--- src/rtl/seg_scan.sv ---
// seg_scan: time-multiplexes N active-low digit patterns onto one segment bus with per-slot blanking.
// Define SEG_SCAN_DIM_EN to add a 4-bit duty input that PWM-dims the lit phase.
module seg_scan #(
    parameter int N_DIGITS = 2,
    parameter int DIV      = 1000,
    parameter int BLANK    = 2
) (
    input  logic                  clk,
    input  logic                  rst,
`ifdef SEG_SCAN_DIM_EN
    input  logic [3:0]            duty,
`endif
    input  logic [8*N_DIGITS-1:0] seg_in,
    output logic [7:0]            seg_out,
    output logic [N_DIGITS-1:0]   an_out,
    output logic                  frame_tick
);
    localparam int CW = $clog2(DIV);
    localparam int IW = N_DIGITS > 1 ? $clog2(N_DIGITS) : 1;
    localparam logic [CW-1:0] CNT_MAX   = CW'(DIV - 1);
    localparam logic [CW-1:0] CNT_BLANK = CW'(BLANK);
    localparam logic [IW-1:0] IDX_MAX   = IW'(N_DIGITS - 1);
    logic [CW-1:0]         cnt;
    logic [IW-1:0]         idx;
    logic [8*N_DIGITS-1:0] snap;
    logic                  frame_start;
    logic                  lit;
    logic [7:0]            seg_nxt;
    logic [N_DIGITS-1:0]   an_nxt;
    assign frame_start = cnt == '0 && idx == '0;
`ifdef SEG_SCAN_DIM_EN
    logic [3:0] pwm;
    always_ff @(posedge clk or posedge rst) begin
        if (rst) pwm <= '0;
        else     pwm <= pwm + 1'b1;
    end
    assign lit = cnt >= CNT_BLANK && pwm < duty;
`else
    assign lit = cnt >= CNT_BLANK;
`endif
    // Both buses go dark together so a blanked digit never shows stale segments.
    always_comb begin
        seg_nxt = lit ? snap[8*idx +: 8] : 8'hFF;
        an_nxt  = lit ? ~(N_DIGITS'(1) << idx) : '1;
    end
    always_ff @(posedge clk or posedge rst) begin
        if (rst) begin
            cnt        <= '0;
            idx        <= '0;
            snap       <= '1;
            seg_out    <= 8'hFF;
            an_out     <= '1;
            frame_tick <= 1'b0;
        end else begin
            cnt        <= cnt == CNT_MAX ? '0 : cnt + 1'b1;
            if (cnt == CNT_MAX) idx <= idx == IDX_MAX ? '0 : idx + 1'b1;
            if (frame_start) snap <= seg_in;
            seg_out    <= seg_nxt;
            an_out     <= an_nxt;
            frame_tick <= frame_start;
        end
    end
endmodule

--- config.mk ---
export PLATFORM = sky130hd
export DESIGN_NAME = seg_scan
export DESIGN_NICKNAME = d
export VERILOG_FILES = /design/src/rtl/seg_scan.sv
export SDC_FILE = /design/constraint.sdc
export NUM_CORES = 1
export LEC_CHECK = 0
export BUFFER_PORTS_ARGS = -buffer_cell sky130_fd_sc_hd__buf_4
export CORE_MARGIN = 2
export CORE_UTILIZATION = 55
export CTS_CLUSTER_DIAMETER = 150
export DETAILED_ROUTE_END_ITERATION = 10
export GPL_TIMING_DRIVEN = 0
export PLACE_DENSITY = 0.9
export SETUP_SLACK_MARGIN = 0.1
export SKIP_LAST_GASP = 1
export SLEW_MARGIN = 10
export SYNTH_ARGS = -nofsm -noshare
export SYNTH_HDL_FRONTEND = slang
export SYNTH_SLANG_ARGS = --single-unit
--- constraint.sdc ---
create_clock -name clk -period 2.1 [get_ports clk]
set_input_delay 0.42 -clock clk [delete_from_list [all_inputs] [get_ports clk]]
set_output_delay 0.42 -clock clk [all_outputs]
set_load 0.1 [all_outputs]
==> results.json, run 1 <==
{
  "worst-path-max-fanout": 6,
  "fraction_of_final_layout_cells_with_drive_strength_greater_than_1_pct": 54.3,
  "syn_nets": 149,
  "grt_pass1_vias": 1064,
  "irDropWorstVdd_mv": 0.454,
  "globalplace.congestion": 0.765,
  "slew_headroom_pct": 50.2,
  "ys_top_cells_by_area": "dfstp_2, dfrtp_1, mux2_4",
  "yosys.cell_count.top_type": "dfstp_2",
  "setup_ws_ns": 0.359,
  "power_density_nw_per_um2": 646,
  "max_clock_freq_mhz": 575,
  "ios": 29,
  "p_switching_mw": 0.344,
  "syn-mean-instance-area_um2": 13.5,
  "post_route_drc": 0,
  "synth_top_area_share_pct": 39.4,
  "cts.clk_slew.worst_paths_ns": 0.12,
  "route.final.wire_length_mm": 2.97,
  "netlist.top_cell.by_area": "dfstp_2",
  "layout_overhead_on_the_synthesized_area_pct": 18.9,
  "async_reset_ff_share_pct": 100,
  "routed_via_density": 5.19,
  "antenna_found_initial": 0,
  "finalSetupViolations": 0,
  "grtUsageTotal_pct": 19.7,
  "antenna-diode-count": 0,
  "die_w_um": 60.1,
  "report.final.slew_viol_count": 0,
  "cts_buffer_depth": 2,
  "fp.dieH_um": 60.1,
  "rsz_0062_raised_after_global_routing": "false",
  "synthTopCellsByCount": "dfstp_2, nand2_1, dfrtp_1",
  "syn_inst": 128,
  "nNetsFinal": 184,
  "coreArea_um2": 3030,
  "post_synth_instance_area_um2": 1730,
  "clock_latency_ns": 0.35,
  "detail-route-antenna-nets": 0,
  "route.detailed.wl_per_inst_um": 14.3,
  "pin_count_of_the_biggest_net_entering_global_routing": 39,
  "tns_ns": 0,
  "tightestPinTransition_ns": 0.746,
  "min_path_type": "input pin to async pin",
  "h_tree_levels": 2,
  "hpwl_mm": 2.09,
  "clock_sinks": 38,
  "distinct_cell_type_count_of_the_synthesized_netlist": 32,
  "max_cap_violations": 0,
  "cts_hold_fix_bufs": 0,
  "p_seq_share_pct": 59.0,
  "floorplan.rows": 20,
  "ys.warnings.count": 0,
  "synth-seq-area-share_pct": 56.8,
  "yosys_register_bits": 38,
  "gr-usage-met2_pct": 31.1,
  "power_switching_share_pct": 25.8,
  "grt_util_met3_pct": 7.79,
  "run_status": "complete, no violations",
  "power.combinational.fraction_pct": 10.4,
  "fin_skew_ns": 0.00931,
  "fin_crit_sh_pct": 82.9,
  "wire_length_of_the_first_global_routing_pass_mm": 4.96,
  "globalRoute.totalOverflow": 0,
  "fin_crit_ns": 1.74,
  "clkPwrFrac_pct": 30.6,
  "post_cts.repair.setup_buffers": 0,
  "global_route.peak_usage_layer": "met2",
  "via_count": 1079,
  "finish.utilization_pct": 68.1,
  "synth-edff-count": 0,
  "numCtsBuffers": 5,
  "preCtsSetupSlack_ns": 0.370,
  "yosys_most_used_dff": "dfstp_2",
  "dr.first_iter.drc_count": 64,
  "timing.critical_path.to_type": "flip-flop",
  "die-area_um2": 3620,
  "drt_first_pass_iters": 4,
  "hold_viol": 0,
  "initial_core_util_pct": 57.2,
  "internal_power_mw": 0.987,
  "cp_data_arrival_time_ns": 1.98,
  "setup.worst_path.class": "flip-flop to flip-flop",
  "timing.critical_path.from_type": "flip-flop",
  "leakagePower_nw": 0.937,
  "worst_path_required_time_ns": 2.34,
  "clk_root_buffer_cell": "clkbuf_4",
  "met1_track_demand_over_resource_in_global_routing_pct": 23.2,
  "port_buffers": 28,
  "postCtsResizedCells": 0,
  "tritoncts": "yes"
}
==> registers in the layout (all words and copies together), names as in the netlist <==
| signal | cells |
|---|---|
| snap | 16 |
| seg_out | 8 |
| idx | 1 |
| frame_tick | 1 |
| cnt | 10 |
| an_out | 2 |
==> layout by cell type (no fill, tap or decap), types with 2 or more instances in the layout <==
cell type | Yosys | layout
buf_4 | 0 | 28
nand3_1 | 5 | 5
nand2_1 | 15 | 15
buf_6 | 2 | 2
mux2i_1 | 8 | 8
dfrtp_1 | 12 | 12
nor2_1 | 3 | 3
nor4_4 | 2 | 2
xor2_1 | 3 | 3
mux2_4 | 9 | 9
mux2_2 | 7 | 7
clkbuf_4 | 0 | 5
nand4_1 | 2 | 2
dfstp_2 | 26 | 26
ha_1 | 3 | 3
or3_1 | 4 | 4
a21oi_1 | 2 | 2
clkbuf_8 | 1 | 2
inv_1 | 5 | 4
o21ai_0 | 5 | 5
==> final cells by class <==
class	instances	area (um^2)
plain buffers	4	40.0
clock buffers	6	51.3
clock inverters	2	11.3
fillers	236	967
inverters	5	18.8
multi-input cells	81	691
flip-flops and latches	38	983
well taps	44	55.1
repair buffers	28	210
==> worst max-delay path, stage by stage, from the launching register on <==
cell	delay, ns
dfrtp_1	0.43
ha_1	0.27
nand4_1	0.29
nor3_4	0.40
and2b_2	0.26
==> cells by family after synthesis <==
logic type,count (synthesis),synth area share (%)
flops,38,56.8
fa+ha+maj,3,2.17
compound gates,10,3.54
xor+xnor,4,2.02
simple gates,40,15.2
buf+inv,9,3.39
mux,24,17.0
==> stage by stage <==
step           instances  hold WS, ns  total power, mW  cell area (um^2)
6_report             208        0.197             1.33              2060
5_1_grt              208        0.245             1.39              2060
4_1_cts              208        0.204             1.35              2060
3_5_place_dp         200        0.490            0.938              2000
3_3_place_gp         200        0.475            0.933              2000
2_1_floorplan        128        0.455            0.892              1730
==> metal layers <==
metal  vias to the layer above  part of all wire, %
li1                        512                    -
met1                       521                   42
met2                        37                   49
met3                         9                  5.9
met4                         0                  2.4
met5                         -                    0
==> power by group through the flow <==
stage	clock network (mW)	registers, mW	logic (mW)
4_1_cts	0.426	0.785	0.141
3_5_place_dp	0	0.797	0.141
6_report	0.407	0.785	0.139
5_1_grt	0.455	0.789	0.148
2_1_floorplan	0	0.855	0.0372
3_3_place_gp	0	0.795	0.137
==> path summary, 6_finish.rpt <==
check                             end  cells after the start  slack [ns]       start
setup / recovery               cnt[1]                      4        0.36      cnt[1]
hold / removal                 cnt[9]                      2        0.20         rst
setup reg to reg               cnt[1]                      4        0.36      cnt[1]
hold reg to reg                cnt[0]                      1        0.50      cnt[0]
max in group asynchronous  frame_tick                      2        1.43         rst
min in group clk             snap[11]                      2        0.29  seg_in[11]
No activity file was read; power rests on OpenSTA's default activity.
==> run 2, diff against run 1 <==
ABC_AREA = 1   (was default)
CORE_UTILIZATION = 49   (was 55)
PLACE_DENSITY = 0.86   (was 0.9)
clock period = 1.5 ns   (was 2.1 ns; I/O delays follow)
==> run 2 against run 1 <==
Compared with the run above:
- sequential power grew 41%
- critical endpoint is now seg_out[4]
- synthesized cell count grew 50%
- sequential share of layout area shrank 5.3 points
- count of clock-buffer cells in the layout grew 2
- core utilization grew 1.3 points
- register-to-register slack lost 0.20 ns
==> results.json, run 2 <==
{
  "layout.filler_cells": 250,
  "h_tree_levels": 2,
  "power_switching_share_pct": 24.6,
  "timing.critical_path.from_type": "flip-flop",
  "netlist.top_cell.by_area": "dfstp_2",
  "die_w_um": 63.1,
  "ios": 29,
  "post_route_drc": 0,
  "via_count": 1404,
  "run_status": "complete, no violations",
  "fin_skew_ns": 0.00875,
  "distinct_cell_type_count_of_the_synthesized_netlist": 22,
  "grt_pass1_vias": 1366,
  "synth-edff-count": 0,
  "route.final.wire_length_mm": 3.73,
  "drt_first_pass_iters": 4,
  "coreArea_um2": 3340,
  "setup.worst_path.class": "flip-flop to output port",
  "timing.critical_path.slowest_stage_cell": "dfstp_2",
  "clock_latency_ns": 0.34,
  "setup_ws_ns": 0.108,
  "finish.cell_count_without_fillers": 286,
  "wire_length_of_the_first_global_routing_pass_mm": 6.04,
  "fp.dieH_um": 63.1,
  "syn_nets": 213,
  "critical_path.top_delay_family": "flip-flops",
  "power_density_nw_per_um2": 859,
  "leakagePower_nw": 1.18,
  "design_power_total_mw": 1.99,
  "preCtsSetupSlack_ns": 0.0637,
  "largest_register": "snap",
  "async_reset_ff_share_pct": 100,
  "ff2ff_path_depth": 7,
  "grtUsageTotal_pct": 19.7,
  "numCtsBuffers": 5,
  "cp_data_arrival_time_ns": 1.09,
  "final_cell_area_um2": 2320,
  "min_path_type": "input pin to async pin",
  "cts.clk_slew.worst_paths_ns": 0.12,
  "area.sequential_um2": 983,
  "number_of_flip_flops_in_the_largest_register": 16,
  "fin_crit_sh_pct": 92.8,
  "timing.critical_path.slowest_cell_delay_ns": 0.58,
  "internal_power_mw": 1.50,
  "tightestPinTransition_ns": 0.763,
  "initial_core_util_pct": 51.3,
  "rsz_0062_raised_after_global_routing": "true",
  "post_synth_instance_area_um2": 1710,
  "hpwl_mm": 2.31,
  "dpl.cell_count": 266,
  "detail-route-antenna-nets": 0,
  "cp_cell_sequence": "buf_12",
  "slew_headroom_pct": 49.0,
  "most_frequent_cells_in_the_layout": "nand2_1, buf_4, nand3_1",
  "finalSetupViolations": 0,
  "irDropWorstVdd_mv": 0.610,
  "cp.buffers_inverters": 1,
  "clock_sinks": 38,
  "p_switching_mw": 0.490,
  "worst-path-max-fanout": 1,
  "timing.critical_path.to_type": "output port",
  "yosys_most_used_dff": "dfstp_2",
  "antenna-diode-count": 0,
  "cts_buffer_depth": 2,
  "syn-mean-instance-area_um2": 8.91,
  "worst_path_required_time_ns": 1.20,
  "holdWs_ns": 0.0895,
  "dr.first_iter.drc_count": 91,
  "synthTopCellsByCount": "nand2_1, nand3_1, dfstp_2",
  "power.combinational.fraction_pct": 10.9,
  "layout_overhead_on_the_synthesized_area_pct": 35.4,
  "synth-seq-area-share_pct": 57.5,
  "ys_top_cells_by_area": "dfstp_2, dfrtp_1, nand2_1",
  "clk_root_buffer_cell": "clkbuf_4",
  "syn_inst": 192,
  "routed_via_density": 4.91,
  "tritoncts": "yes",
  "max_clock_freq_mhz": 719,
  "nNetsFinal": 260,
  "globalRoute.totalOverflow": 0,
  "yosys.cell_count.top_type": "nand2_1",
  "pin_count_of_the_biggest_net_entering_global_routing": 39,
  "die-area_um2": 3980,
  "floorplan.rows": 21,
  "route.detailed.wl_per_inst_um": 13.1,
  "antenna_found_initial": 0,
  "cts_hold_fix_bufs": 0,
  "hold_viol": 0,
  "report.final.slew_viol_count": 0,
  "synth_top_area_share_pct": 39.9,
  "clkPwrFrac_pct": 33.5,
  "ys.warnings.count": 0,
  "multiInputGateArea_um2": 668,
  "fraction_of_final_layout_cells_with_drive_strength_greater_than_1_pct": 39.2,
  "dpl_cell_area_um2": 1980,
  "max_cap_violations": 0,
  "cp.depth": 1,
  "largestRegisters": "snap x16, cnt x10, seg_out x8",
  "layout_commonest_cell": "nand2_1",
  "yosys_register_bits": 38,
  "port_buffers": 28,
  "p_seq_share_pct": 55.6,
  "fin_crit_ns": 1.39,
  "globalplace.congestion": 0.813
}
-- run 2: path summary, 6_finish.rpt --
check	end	from	slack (ns)
setup / recovery	seg_out[4]	seg_out[4]	0.11
setup reg to reg	snap[6]	cnt[2]	0.16
max in group asynchronous	cnt[9]	rst	0.93
min in group clk	snap[8]	seg_in[8]	0.16
hold reg to reg	snap[4]	snap[4]	0.47
hold / removal	frame_tick	rst	0.09
-- run 2: per-stage QoR --
stage          setup TNS, ns  util, %
5_1_grt                    0     69.4
4_1_cts                    0     65.0
6_report                   0     69.4
2_1_floorplan              0        -
3_5_place_dp               0     59.3
3_3_place_gp           -1.23     59.3
-- run 2: layout make-up --
cell class / count / area share (%)
buffer: 4 / 1.62
clock buffer: 8 / 3.46
inverter: 17 / 2.76
multi-input combinational: 133 / 28.8
sequential: 38 / 42.5
tap: 46 / 2.49
timing repair buffer: 40 / 18.4
-- run 2: metal layers --
metal	up-vias	global-route usage (%)	wire length [um]	share of wire, %
met2	31	34.8	1970	53
met4	0	7.22	65	1.7
li1	704	-	-	-
met1	662	22.9	1560	42
met5	-	0	0	0
met3	7	5.18	136	3.6
-- run 2: power by group through the flow --
stage | Clock [mW] | Sequential, mW | Combinational, mW
3_3_place_gp | 0 | 1.11 | 0.185
6_report | 0.667 | 1.11 | 0.216
4_1_cts | 0.687 | 1.10 | 0.209
3_5_place_dp | 0 | 1.12 | 0.188
2_1_floorplan | 0 | 1.20 | 0.0415
5_1_grt | 0.730 | 1.11 | 0.231
-- run 2: worst reg2reg max path: stages (launching register included) --
cell and delay, ns:
dfrtp_1 0.43, nor2_2 0.25, nand2_4 0.10, nor2_8 0.14, nand2_4 0.09, buf_4 0.16, nand2_1 0.07, nand2_1 0.06
-- run 2: cell families (layout without fill, tap and decap cells) --
kind of cell	Yosys count	count (layout)	share of synthesized area, %
and+or+nand+nor	124	124	32.8
DFF	38	38	57.5
buffers and inverters	21	69	5.49
AOI/OAI and AO/OA	5	5	1.54
adders and majority gates	3	3	2.19
xor gates and xnor gates	1	1	0.512
-- run 2: what timing repair did --
action / CTS / global route
hold endpoints to repair: 0 / 0
pin swaps: 1 / 4
resized for setup: 25 / 19
buffers inserted: 2 / 10
setup endpoints to repair: 24 / 40
==> run 3, diff against run 2 <==
GPL_TIMING_DRIVEN = 1   (was 0)
RECOVER_POWER = 25   (was default)
==> run 3 against run 2 <==
Compared with the run above:
- combinational power rose by 2%
- wire length rose by 8.5%
- critical path type is now flip-flop to flip-flop
- worst hold slack improved by 0.071 ns
- final area decreased by 0.38%
- largest cell class unchanged
- total power grew 8.6%
- critical endpoint is now idx
==> results.json, run 3 (same netlist as run 2, synthesis figures left out) <==
{
  "run_status": "complete, no violations",
  "global_route.peak_usage_layer": "met2",
  "cp_data_arrival_time_ns": 1.66,
  "max_clock_freq_mhz": 707,
  "gr-usage-met2_pct": 33.6,
  "hold_viol": 0,
  "number_of_flip_flops_in_the_largest_register": 16,
  "largestRegisters": "snap x16, cnt x10, seg_out x8",
  "grt_util_met3_pct": 3.04,
  "ff2ff_path_depth": 8,
  "fin_crit_sh_pct": 94.3,
  "globalRoute.totalOverflow": 0,
  "ios": 29,
  "met1_track_demand_over_resource_in_global_routing_pct": 24.9,
  "wire_length_of_the_first_global_routing_pass_mm": 6.13,
  "drt_first_pass_iters": 4,
  "cts.clk_slew.worst_paths_ns": 0.11,
  "antenna-diode-count": 0,
  "finalSetupViolations": 0,
  "die_w_um": 63.1,
  "fin_crit_ns": 1.41,
  "hpwl_mm": 2.31,
  "detail-route-antenna-nets": 0,
  "layout_commonest_cell": "nand2_1",
  "h_tree_levels": 2,
  "port_buffers": 28,
  "clk_root_buffer_cell": "clkbuf_4",
  "worstReg2RegStart": "cnt[1]",
  "timing.critical_path.from_type": "flip-flop",
  "leakagePower_nw": 1.16,
  "r2r-end": "idx",
  "rsz_0062_raised_after_global_routing": "true",
  "slew_headroom_pct": 41.0,
  "irDropWorstVdd_mv": 0.590,
  "dpl.cell_count": 267,
  "most_frequent_cells_in_the_layout": "nand2_1, nand3_1, dfstp_2",
  "finish.utilization_pct": 69.1,
  "layout_overhead_on_the_synthesized_area_pct": 34.9,
  "via_count": 1433,
  "fraction_of_final_layout_cells_with_drive_strength_greater_than_1_pct": 36.1,
  "fin_skew_ns": 0.0115,
  "route.final.wire_length_mm": 4.05,
  "tightestPinTransition_ns": 0.885,
  "cts_buffer_depth": 2,
  "worst_setup_path_startpoint": "cnt[1]",
  "routed_via_density": 5.14,
  "min_path_type": "input pin to flip-flop",
  "timing.critical_path.to_type": "flip-flop",
  "dr.first_iter.drc_count": 102,
  "tritoncts": "yes",
  "initial_core_util_pct": 51.3,
  "clock_sinks": 38,
  "critPathCapture": "idx",
  "largest_register": "snap",
  "clock_latency_ns": 0.35,
  "design_power_total_mw": 2.16,
  "worst-path-max-fanout": 7,
  "setup.worst_path.class": "flip-flop to flip-flop",
  "fp.dieH_um": 63.1,
  "die-area_um2": 3980,
  "floorplan.rows": 21,
  "pin_count_of_the_biggest_net_entering_global_routing": 39,
  "coreArea_um2": 3340,
  "antenna_found_initial": 0,
  "setup.reg_to_reg.worst_slack_ns": 0.09,
  "power_density_nw_per_um2": 937,
  "numCtsBuffers": 5,
  "grt_pass1_vias": 1337,
  "globalplace.congestion": 0.826,
  "finish.cell_count_without_fillers": 279,
  "nNetsFinal": 253,
  "grtUsageTotal_pct": 20.1,
  "post_route_drc": 0,
  "route.detailed.wl_per_inst_um": 14.5,
  "report.final.slew_viol_count": 0,
  "layout.filler_cells": 250,
  "max_cap_violations": 0,
  "worst_path_required_time_ns": 1.74
}
-- run 3: cell types whose count changed in the layout (fill, tap and decap cells not counted), sizes merged --
| cell | before | now |
|---|---|---|
| buf | 43 | 35 |
| bufinv | 0 | 1 |
-- run 3: worst min path at each step --
stage	cells after the start	end	slack [ns]	startpoint
after floorplan	2	snap[0]	0.41	seg_in[0]
after global placement	3	cnt[5]	0.43	rst
after detailed placement	3	cnt[5]	0.44	rst
after CTS	3	cnt[8]	0.05	rst
after global routing	3	snap[0]	0.13	seg_in[0]
final	3	snap[8]	0.16	seg_in[8]
-- run 3: area by class of cell --
class,count,area [um^2],area share [%]
sequential,38,983,42.6
multi-input combinational,133,677,29.3
timing repair buffer,37,419,18.2
clock buffer,7,76.3,3.31
inverter,17,63.8,2.77
tap,46,57.6,2.49
clock inverter,1,30.0,1.30
-- run 3: metrics by stage --
step           TNS (ns)  setup WS, ns  cell area (um^2)  hold slack, ns
6_report              0        0.0861              2310           0.160
5_1_grt         -0.0341       -0.0225              2310           0.130
4_1_cts               0        0.0832              2190          0.0546
3_5_place_dp          0        0.0596              1990           0.435
3_3_place_gp          0         0.128              1990           0.429
2_1_floorplan         0         0.258              1710           0.412
-- run 3: repair_timing --
action,CTS,global route
setup buffers,2,2
pin swaps,1,6
hold buffers,0,0
resized for setup,21,23
setup endpoints to repair,21,31
-- run 3: where the power goes --
part	switching (mW)	total [mW]	internal, mW
combinational	0.136	0.221	0.0856
sequential	0.0231	1.11	1.08
clock	0.335	0.833	0.498
-- run 3: critical path, cell delays in order, from the launching register on --
cell     delay (ns)
dfrtp_1        0.44
ha_1           0.23
nand2_1        0.09
inv_1          0.10
nand2_1        0.07
inv_1          0.11
nand3_4        0.12
nand2_1        0.10
nand2_1        0.05
-- run 3: routing by layer --
| layer | wire (um) | vias up |
|---|---|---|
| met1 | 1570 | 704 |
| met2 | 2230 | 44 |
| met4 | 54 | 0 |
| met5 | 0 | - |
| li1 | - | 680 |
| met3 | 195 | 5 |
